`config.mk`:
```
export PLATFORM = sky130hd
export DESIGN_NAME = buzzer_sequenciador
export DESIGN_NICKNAME = d
export VERILOG_FILES = /design/src/rtl/buzzer_sequenciador_pkg.sv /design/src/rtl/buzzer_sequenciador_temporizador_carga.sv /design/src/rtl/buzzer_sequenciador.sv
export SDC_FILE = /design/constraint.sdc
export NUM_CORES = 1
export LEC_CHECK = 0
export CAP_MARGIN = 20
export CORE_AREA = 2 2 74 76
export DETAILED_ROUTE_END_ITERATION = 12
export DIE_AREA = 0 0 76 78
export GPL_TIMING_DRIVEN = 0
export HOLD_SLACK_MARGIN = 0.15
export PLACE_DENSITY = 0.64
export SYNTH_ARGS = -nofsm -noshare
export SYNTH_HDL_FRONTEND = slang
export SYNTH_HIERARCHICAL = 1
export SYNTH_SLANG_ARGS = --single-unit
```
`constraint.sdc`:
```
create_clock -name clock -period 4.3 [get_ports clock]
set_input_delay 0.86 -clock clock [delete_from_list [all_inputs] [get_ports clock]]
set_output_delay 0.86 -clock clock [all_outputs]
set_load 0.02 [all_outputs]
```
`src/rtl/buzzer_sequenciador_pkg.sv`:
```
// Shared state encoding and default timing for the buzzer beep sequencer.
// Defaults assume the 50 MHz board clock: 1 s on, 0.5 s off.
package buzzer_sequenciador_pkg;

  typedef enum logic [1:0] {
    OCIOSO    = 2'd0,
    LIGADO    = 2'd1,
    DESLIGADO = 2'd2,
    FIM       = 2'd3
  } estado_t;

  localparam int T_ON_PADRAO    = 50000000;
  localparam int T_OFF_PADRAO   = 25000000;
  localparam int W_CONT_PADRAO  = 26;
  localparam int W_BIPES_PADRAO = 4;

endpackage

```
`src/rtl/buzzer_sequenciador_temporizador_carga.sv`:
```
// Loadable down-counter: load wins, otherwise counts down and holds at zero.
// zero_o reflects the registered count, so expiry is seen one cycle after reaching 0.
module buzzer_sequenciador_temporizador_carga #(
  parameter int W_CONT = 26
) (
  input  logic              clock,
  input  logic              zera_n,
  input  logic              carga_i,
  input  logic [W_CONT-1:0] valor_i,
  output logic              zero_o
);

  logic [W_CONT-1:0] cont_q;
  logic [W_CONT-1:0] cont_d;

  always_comb begin
    cont_d = cont_q;
    if (carga_i) begin
      cont_d = valor_i;
    end else if (cont_q != '0) begin
      cont_d = cont_q - 1'b1;
    end
  end

  always_ff @(posedge clock or negedge zera_n) begin
    if (!zera_n) begin
      cont_q <= '0;
    end else begin
      cont_q <= cont_d;
    end
  end

  assign zero_o = (cont_q == '0);

endmodule

```
`src/rtl/buzzer_sequenciador.sv`:
```
// Beep-pattern controller: N beeps of T_ON on / T_OFF off, driven as one-cycle
// liga/desliga pulses to a downstream set/clear buzzer latch. All outputs registered.
module buzzer_sequenciador
  import buzzer_sequenciador_pkg::*;
#(
  parameter int T_ON    = T_ON_PADRAO,
  parameter int T_OFF   = T_OFF_PADRAO,
  parameter int W_CONT  = W_CONT_PADRAO,
  parameter int W_BIPES = W_BIPES_PADRAO
) (
  input  logic               clock,
  input  logic               zera_n,
  input  logic               disparo,
  input  logic               cancela,
  input  logic [W_BIPES-1:0] num_bipes,
  output logic               liga,
  output logic               desliga,
  output logic               ocupado,
  output logic               fim
);

  localparam logic [W_CONT-1:0] CARGA_ON  = W_CONT'(T_ON - 1);
  localparam logic [W_CONT-1:0] CARGA_OFF = W_CONT'(T_OFF - 1);

  estado_t            state_q, state_d;
  logic [W_BIPES-1:0] restantes_q, restantes_d;
  logic               liga_q, liga_d;
  logic               desliga_q, desliga_d;
  logic               ocupado_q, ocupado_d;
  logic               fim_q, fim_d;
  logic               carga;
  logic [W_CONT-1:0]  valor_carga;
  logic               tempo_zero;

  buzzer_sequenciador_temporizador_carga #(
    .W_CONT (W_CONT)
  ) u_temporizador (
    .clock   (clock),
    .zera_n  (zera_n),
    .carga_i (carga),
    .valor_i (valor_carga),
    .zero_o  (tempo_zero)
  );

  always_comb begin
    state_d     = state_q;
    restantes_d = restantes_q;
    carga       = 1'b0;
    valor_carga = '0;
    liga_d      = 1'b0;
    desliga_d   = 1'b0;
    case (state_q)
      OCIOSO: begin
        if (disparo && (num_bipes != '0)) begin
          state_d     = LIGADO;
          restantes_d = num_bipes;
          carga       = 1'b1;
          valor_carga = CARGA_ON;
          liga_d      = 1'b1;
        end
      end
      LIGADO: begin
        // Abort takes priority over expiry so a cancel never leaves the buzzer on.
        if (cancela) begin
          state_d     = OCIOSO;
          restantes_d = '0;
          desliga_d   = 1'b1;
        end else if (tempo_zero) begin
          restantes_d = restantes_q - 1'b1;
          desliga_d   = 1'b1;
          if (restantes_q == W_BIPES'(1)) begin
            state_d = FIM;
          end else begin
            state_d     = DESLIGADO;
            carga       = 1'b1;
            valor_carga = CARGA_OFF;
          end
        end
      end
      DESLIGADO: begin
        if (cancela) begin
          state_d     = OCIOSO;
          restantes_d = '0;
          desliga_d   = 1'b1;
        end else if (tempo_zero) begin
          state_d     = LIGADO;
          carga       = 1'b1;
          valor_carga = CARGA_ON;
          liga_d      = 1'b1;
        end
      end
      FIM: begin
        state_d = OCIOSO;
      end
      default: begin
        state_d = OCIOSO;
      end
    endcase
    fim_d     = (state_d == FIM);
    ocupado_d = (state_d != OCIOSO);
  end

  always_ff @(posedge clock or negedge zera_n) begin
    if (!zera_n) begin
      state_q     <= OCIOSO;
      restantes_q <= '0;
      liga_q      <= 1'b0;
      desliga_q   <= 1'b0;
      ocupado_q   <= 1'b0;
      fim_q       <= 1'b0;
    end else begin
      state_q     <= state_d;
      restantes_q <= restantes_d;
      liga_q      <= liga_d;
      desliga_q   <= desliga_d;
      ocupado_q   <= ocupado_d;
      fim_q       <= fim_d;
    end
  end

  assign liga    = liga_q;
  assign desliga = desliga_q;
  assign ocupado = ocupado_q;
  assign fim     = fim_q;

endmodule

```
* Word level (Yosys, flattened, before mapping)
Index checks and enable logic that the tools add are counted.
Widths: inputs -> output; s select.
** Cells by class
- Add/sub/neg operators :: 2
- Equality and inequality tests :: 8
- Multiplexer cells :: 32
- Reduce and logical (&&, ||, !) cells :: 9
** Operators by type and width (count)
- $mux 26 :: 5
- $pmux 26 s3 :: 1
- $mux 25 :: 3
- $logic_not 26->1 :: 1
- $reduce_bool 26->1 :: 1
- $sub 26x1->26 const B :: 1
- $mux 4 :: 4
- $pmux 4 s3 :: 1
- $mux 2 :: 5
- $mux 1 :: 9
- $pmux 2 s4 :: 1
- $eq 2x2->1 const B :: 3
- $eq 4x1->1 const B :: 1
- $ne 2x2->1 const B :: 2
- $pmux 1 s2 :: 2
- $reduce_and 4->1 :: 1
- $reduce_bool 2->1 :: 2
- $reduce_bool 4->1 :: 1
- $sub 4x1->4 const B :: 1
- $ne 3x3->1 const B :: 1
- $pmux 1 s3 :: 1
- $reduce_bool 3->1 :: 1
- $eq 2x1->1 const B :: 1
- $logic_not 2->1 :: 1
- $logic_and 1x1->1 :: 1
** Word-level totals
- Register bits after elaboration :: 36
- Bits of input ports :: 8
- Output and inout bits :: 4
- Word-level logic and storage cells :: 58

* Depth between registers and ports, before layout
- Depth in word-level cells :: 6
- Depth in mapped cells :: 13
- Gate-level depth less buffers :: 11

* Hierarchy
The synthesis kept the hierarchy.
** Modules (own cells, without submodules)
- buzzer_sequenciador_temporizador_carga :: times used 1, cells an instance 171, area an instance 1535.2 µm², seq. area each 650.6 µm²
- buzzer_sequenciador :: times used 1, cells an instance 73, area an instance 703.2 µm², seq. area each 250.2 µm²

* Least setup slack after synthesis
Ideal clock, no wire load.
- Kind :: reg-to-reg
- Start point :: register u_temporizador.cont_q[0]
- End point :: register u_temporizador.cont_q[1]
- Library setup time :: 125 ps
- Arrival time :: 3369 ps
- Data required time :: 4175 ps
- Path slack :: 807 ps
- Stages on the path, launching flop included :: 12
- Path buffers :: 1
- Clock period less this slack :: 3493 ps
- Cells stage by stage :: dfrtp_1 > inv_1 > ha_1 > or4b_1 > buf_2 > nor4_1 > and3_1 > nand3b_1 > nor3b_1 > o21bai_1 > clkinv_1 > mux2_2
** On the way
- Cells in the longest elaborated chain, start to end :: 5
- Elaborated cells on any way between the ends :: 16
- Those cells by class :: 1 x add/sub; 12 x mux; 3 x reduce/logical
** RTL lines
- from (decl) :: RTL line buzzer_sequenciador_temporizador_carga.sv:13 : logic [W_CONT-1:0] cont_q;
- from (signal assigned) :: RTL line buzzer_sequenciador_temporizador_carga.sv:29 : cont_q <= cont_d;
- $logic_not 26->1 * :: RTL line buzzer_sequenciador_temporizador_carga.sv:33 : assign zero_o = (cont_q == '0);
- via tempo_zero :: RTL line buzzer_sequenciador.sv:33 : logic tempo_zero;
- $mux 1 (on tied branches) :: RTL line buzzer_sequenciador.sv:85, buzzer_sequenciador.sv:68
- $mux 1 (on tied branches) :: RTL line buzzer_sequenciador.sv:81, buzzer_sequenciador.sv:64
- $pmux 1 s3 * :: RTL line buzzer_sequenciador.sv:52 : case (state_q)
- via carga :: RTL line buzzer_sequenciador.sv:31 : logic carga;
- $mux 26 / $reduce_bool 2->1 (equally long branches)
Mark *: on every way through the listed nets, which the timed path passes. The rest lies on a longest branch. The select of a mux whose other input is x is not followed.
A chain may end at the register's enable or synchronous reset.

* Final worst setup path
- Start point :: register u_temporizador.cont_q[0]
- End point :: register u_temporizador.cont_q[2]
The elaborated chain is that of the path after synthesis.

==> results.cfg <==
[floorplan]
pin_count = 12
die_y_um = 78
fp.dieW_um = 76
core-area_sq_mm = 0.00504
initial_core_util_pct = 44.4
die-area_sq_mm = 0.00593
rows = 26

[run_status]
status = finished clean

[timing]
period_share_pct = 89.5
rsz0062_at_grt = false
worst_slew_pin_slew_ns = 0.811
period_needed_ns = 3.85
clock_skew_ns = 0.00697
fin_ws_ns = 0.451
slew_headroom_pct = 45.9
max_freq_ghz = 0.260
hold_viol = 0
setup_violations = 0
fin_setup_tns_ns = 0
final-max-slew-violation-count = 0

[detailed_routing]
wire_per_inst_um = 14.0
drtIter0Drc = 92
wl_met2_um = 2160
wl_met1_um = 2340
firstDrtPassIters = 4
routed.top_layer = met4
drcViolationCount = 0
final_antenna_net_count = 0
wl_met3_um = 175
via_count = 1774
routed_via_density = 5.26
wirelength_um = 4730

[placed_design]
io_buffers = 11
place.gp.congestion = 0.794
dpl_cell_area_sq_mm = 0.00245
post-place-ws_ns = 0.0343
hpwl_um = 3350
dpl.cell_count = 329

[grt]
grt-ovfl-total = 0
grt_max_degree = 37
antenna_found_initial = 0
grt_pass1_wl_um = 8540
grt_pass1_vias = 1782
groute.usage.overall_pct = 18.0

[worst_setup_path]
cp.required_ns = 4.50
rr_startpoint = u_temporizador/cont_q[0]
critical_path.top_delay_family = simple AND/OR/NAND/NOR gates
worst-path-buf-inv = 4
worst_setup_path_start_kind = flop
cp-startpoint = u_temporizador/cont_q[0]
critPathMaxStageDelay_ns = 0.44
crit_chain = inv_1 -> ha_1 -> or4b_1 -> buf_2 -> nor4_1 -> and3_1 -> nand3b_1 -> nor3b_2 -> o21bai_1 -> clkbuf_1 -> clkbuf_2 -> nand2_1 -> o31ai_1
cp_max_fo = 10
worst_setup_path_end_kind = flop
slowest_stage = or4b_1
worstSetupPathType = flop to flop
arrival_ns = 4.05

[clock_tree]
hold_buffers = 0
cts-htree-levels = 2
clock_latency_ns = 0.29
cts_buffers = 5
path_clk_slew_ns = 0.07
root_buffer = clkbuf_8
tritoncts = built
cts.sinks = 36
clk_path_buf_depth = 2

[layout]
nNetsFinal = 283
final_area_sq_mm = 0.00257
area_growth_pct = 14.7
drive_gt1_share_pct = 10.9
num-fill-cells = 470
fin_util_pct = 50.9
layoutNonFillerInstCount = 337
diodes = 0

[power]
ir_worst_vdd_uv = 372
pwr_density_cell_mw_per_mm2 = 639
leakagePower_nw = 1.09

[synthesis]
ys_dominant_reg_cell = dfrtp_1
syn-cell-area_sq_mm = 0.00224
async_flop_share_pct = 100
yosys_register_bits = 36
synth.distinct_cells = 50
ys_seq_area_share_pct = 40.2
synth_edf_count = 0
synth_warnings = 6
syn_area_per_cell_sq_um = 9.17
syn-instance-count = 244

[run]
max_cap_violations = 0

[min_path]
hold_class = flop to flop
min_from = restantes_q[3]
==> per-layer routing <==
layer  vias to the layer above  GRT usage, %
li1                        900             -
met1                       838          24.7
met2                        27          28.6
met3                         9          4.53
met4                         0          4.55
met5                         -             0
==> cells in the mapped netlist, types with 2 or more instances <==
library cell / n / area (sq um)
nand3_1: 5 / 25.0
or3_1: 5 / 31.3
nand2_1: 30 / 113
ha_1: 9 / 113
xor2_1: 6 / 52.6
o31ai_1: 5 / 37.5
nor3b_1: 2 / 15.0
nand3b_1: 2 / 15.0
clkbuf_1: 3 / 11.3
nor2b_1: 2 / 12.5
o21ai_0: 13 / 65.1
buf_2: 4 / 20.0
nand2b_1: 2 / 12.5
nor3_1: 9 / 45.0
inv_1: 14 / 52.6
mux2i_1: 6 / 60.1
and2_1: 2 / 12.5
dfrtp_1: 36 / 901
mux2_2: 2 / 22.5
o32ai_1: 2 / 17.5
and3_1: 3 / 18.8
or4b_1: 3 / 30.0
a22o_1: 3 / 26.3
nor4_1: 6 / 37.5
or2_2: 2 / 12.5
a22oi_1: 2 / 15.0
xnor2_1: 11 / 96.3
nand4_1: 3 / 18.8
nor2_1: 21 / 78.8
a311oi_1: 2 / 17.5
a21oi_1: 8 / 40.0
o21ai_1: 2 / 10.0
o21ai_2: 2 / 17.5
==> metrics by stage <==
stage / hold slack [ns] / total power [mW]
5_1_grt: 0.550 / 1.79
3_3_place_gp: 0.512 / 1.33
3_5_place_dp: 0.512 / 1.35
6_report: 0.528 / 1.64
4_1_cts: 0.531 / 1.65
2_1_floorplan: 0.482 / 1.16
==> path summary, 6_finish.rpt <==
kind / endpoint / slack (ns) / depth (start not counted)
worst max-delay path: u_temporizador/cont_q[2] / 0.45 / 13
worst min-delay path: restantes_q[3] / 0.53 / 1
worst max register to register: u_temporizador/cont_q[2] / 0.45 / 13
worst min register to register: restantes_q[3] / 0.53 / 1
max in group asynchronous: state_q[0] / 3.13 / 1
min in group asynchronous: u_temporizador/cont_q[17] / 0.66 / 1
==> what timing repair did <==
action | 4_1_cts | 5_1_grt
gates resized for setup | 0 | 3
buffers inserted | 0 | 0
setup endpoints to repair | 0 | 14
==> report_power, final <==
group / internal (mW) / switching, mW
clock: 0.172 / 0.126
combinational: 0.324 / 0.396
sequential: 0.481 / 0.142
==> worst reg2reg max path, delay by kind of cell (launching register included) <==
family / cells / cell delay [ns]
simple gates: 6 / 1.64
flops: 1 / 0.38
buf+inv: 4 / 1.04
fa+ha+maj: 1 / 0.20
compound gates: 2 / 0.50
==> cell usage in the layout, fill, tap and decap left out, types with 4 or more instances in the layout <==
master	Yosys	layout
dfrtp_1	36	36
nand2_1	30	30
nor2_1	21	21
inv_1	14	14
o21ai_0	13	13
xnor2_1	11	11
clkdlybuf4s50_1	0	10
nor3_1	9	9
ha_1	9	9
a21oi_1	8	8
mux2i_1	6	6
nor4_1	6	6
xor2_1	6	6
clkbuf_8	0	5
buf_2	4	5
or3_1	5	5
o31ai_1	5	5
nand3_1	5	5
conb_1	1	4
==> sequential cells by signal, indices dropped and copies added, names as in the netlist <==
signal / cells
u_temporizador/cont_q: 26
restantes_q: 4
state_q: 2
desliga: 1
fim: 1
liga: 1
ocupado: 1
==> logic make-up after synthesis <==
kind of cell	synth area share [%]
simple gates	24.6
compound gates	15.2
flops	40.2
buf+inv	4.42
xor+xnor	6.65
fa+ha+maj	5.03
mux	3.69
other cells	0.168
==> final cells by class <==
class | count | area [sq um] | area share, %
Multi-Input combinational cell | 187 | 1250 | 48.9
Sequential cell | 36 | 901 | 35.1
Timing Repair Buffer | 12 | 116 | 4.53
Tap cell | 70 | 87.6 | 3.41
Clock buffer | 6 | 72.6 | 2.83
Inverter | 16 | 60.1 | 2.34
Buffer | 8 | 40.0 | 1.56
Clock inverter | 2 | 35.0 | 1.36
(Power assumes the default switching activity.)
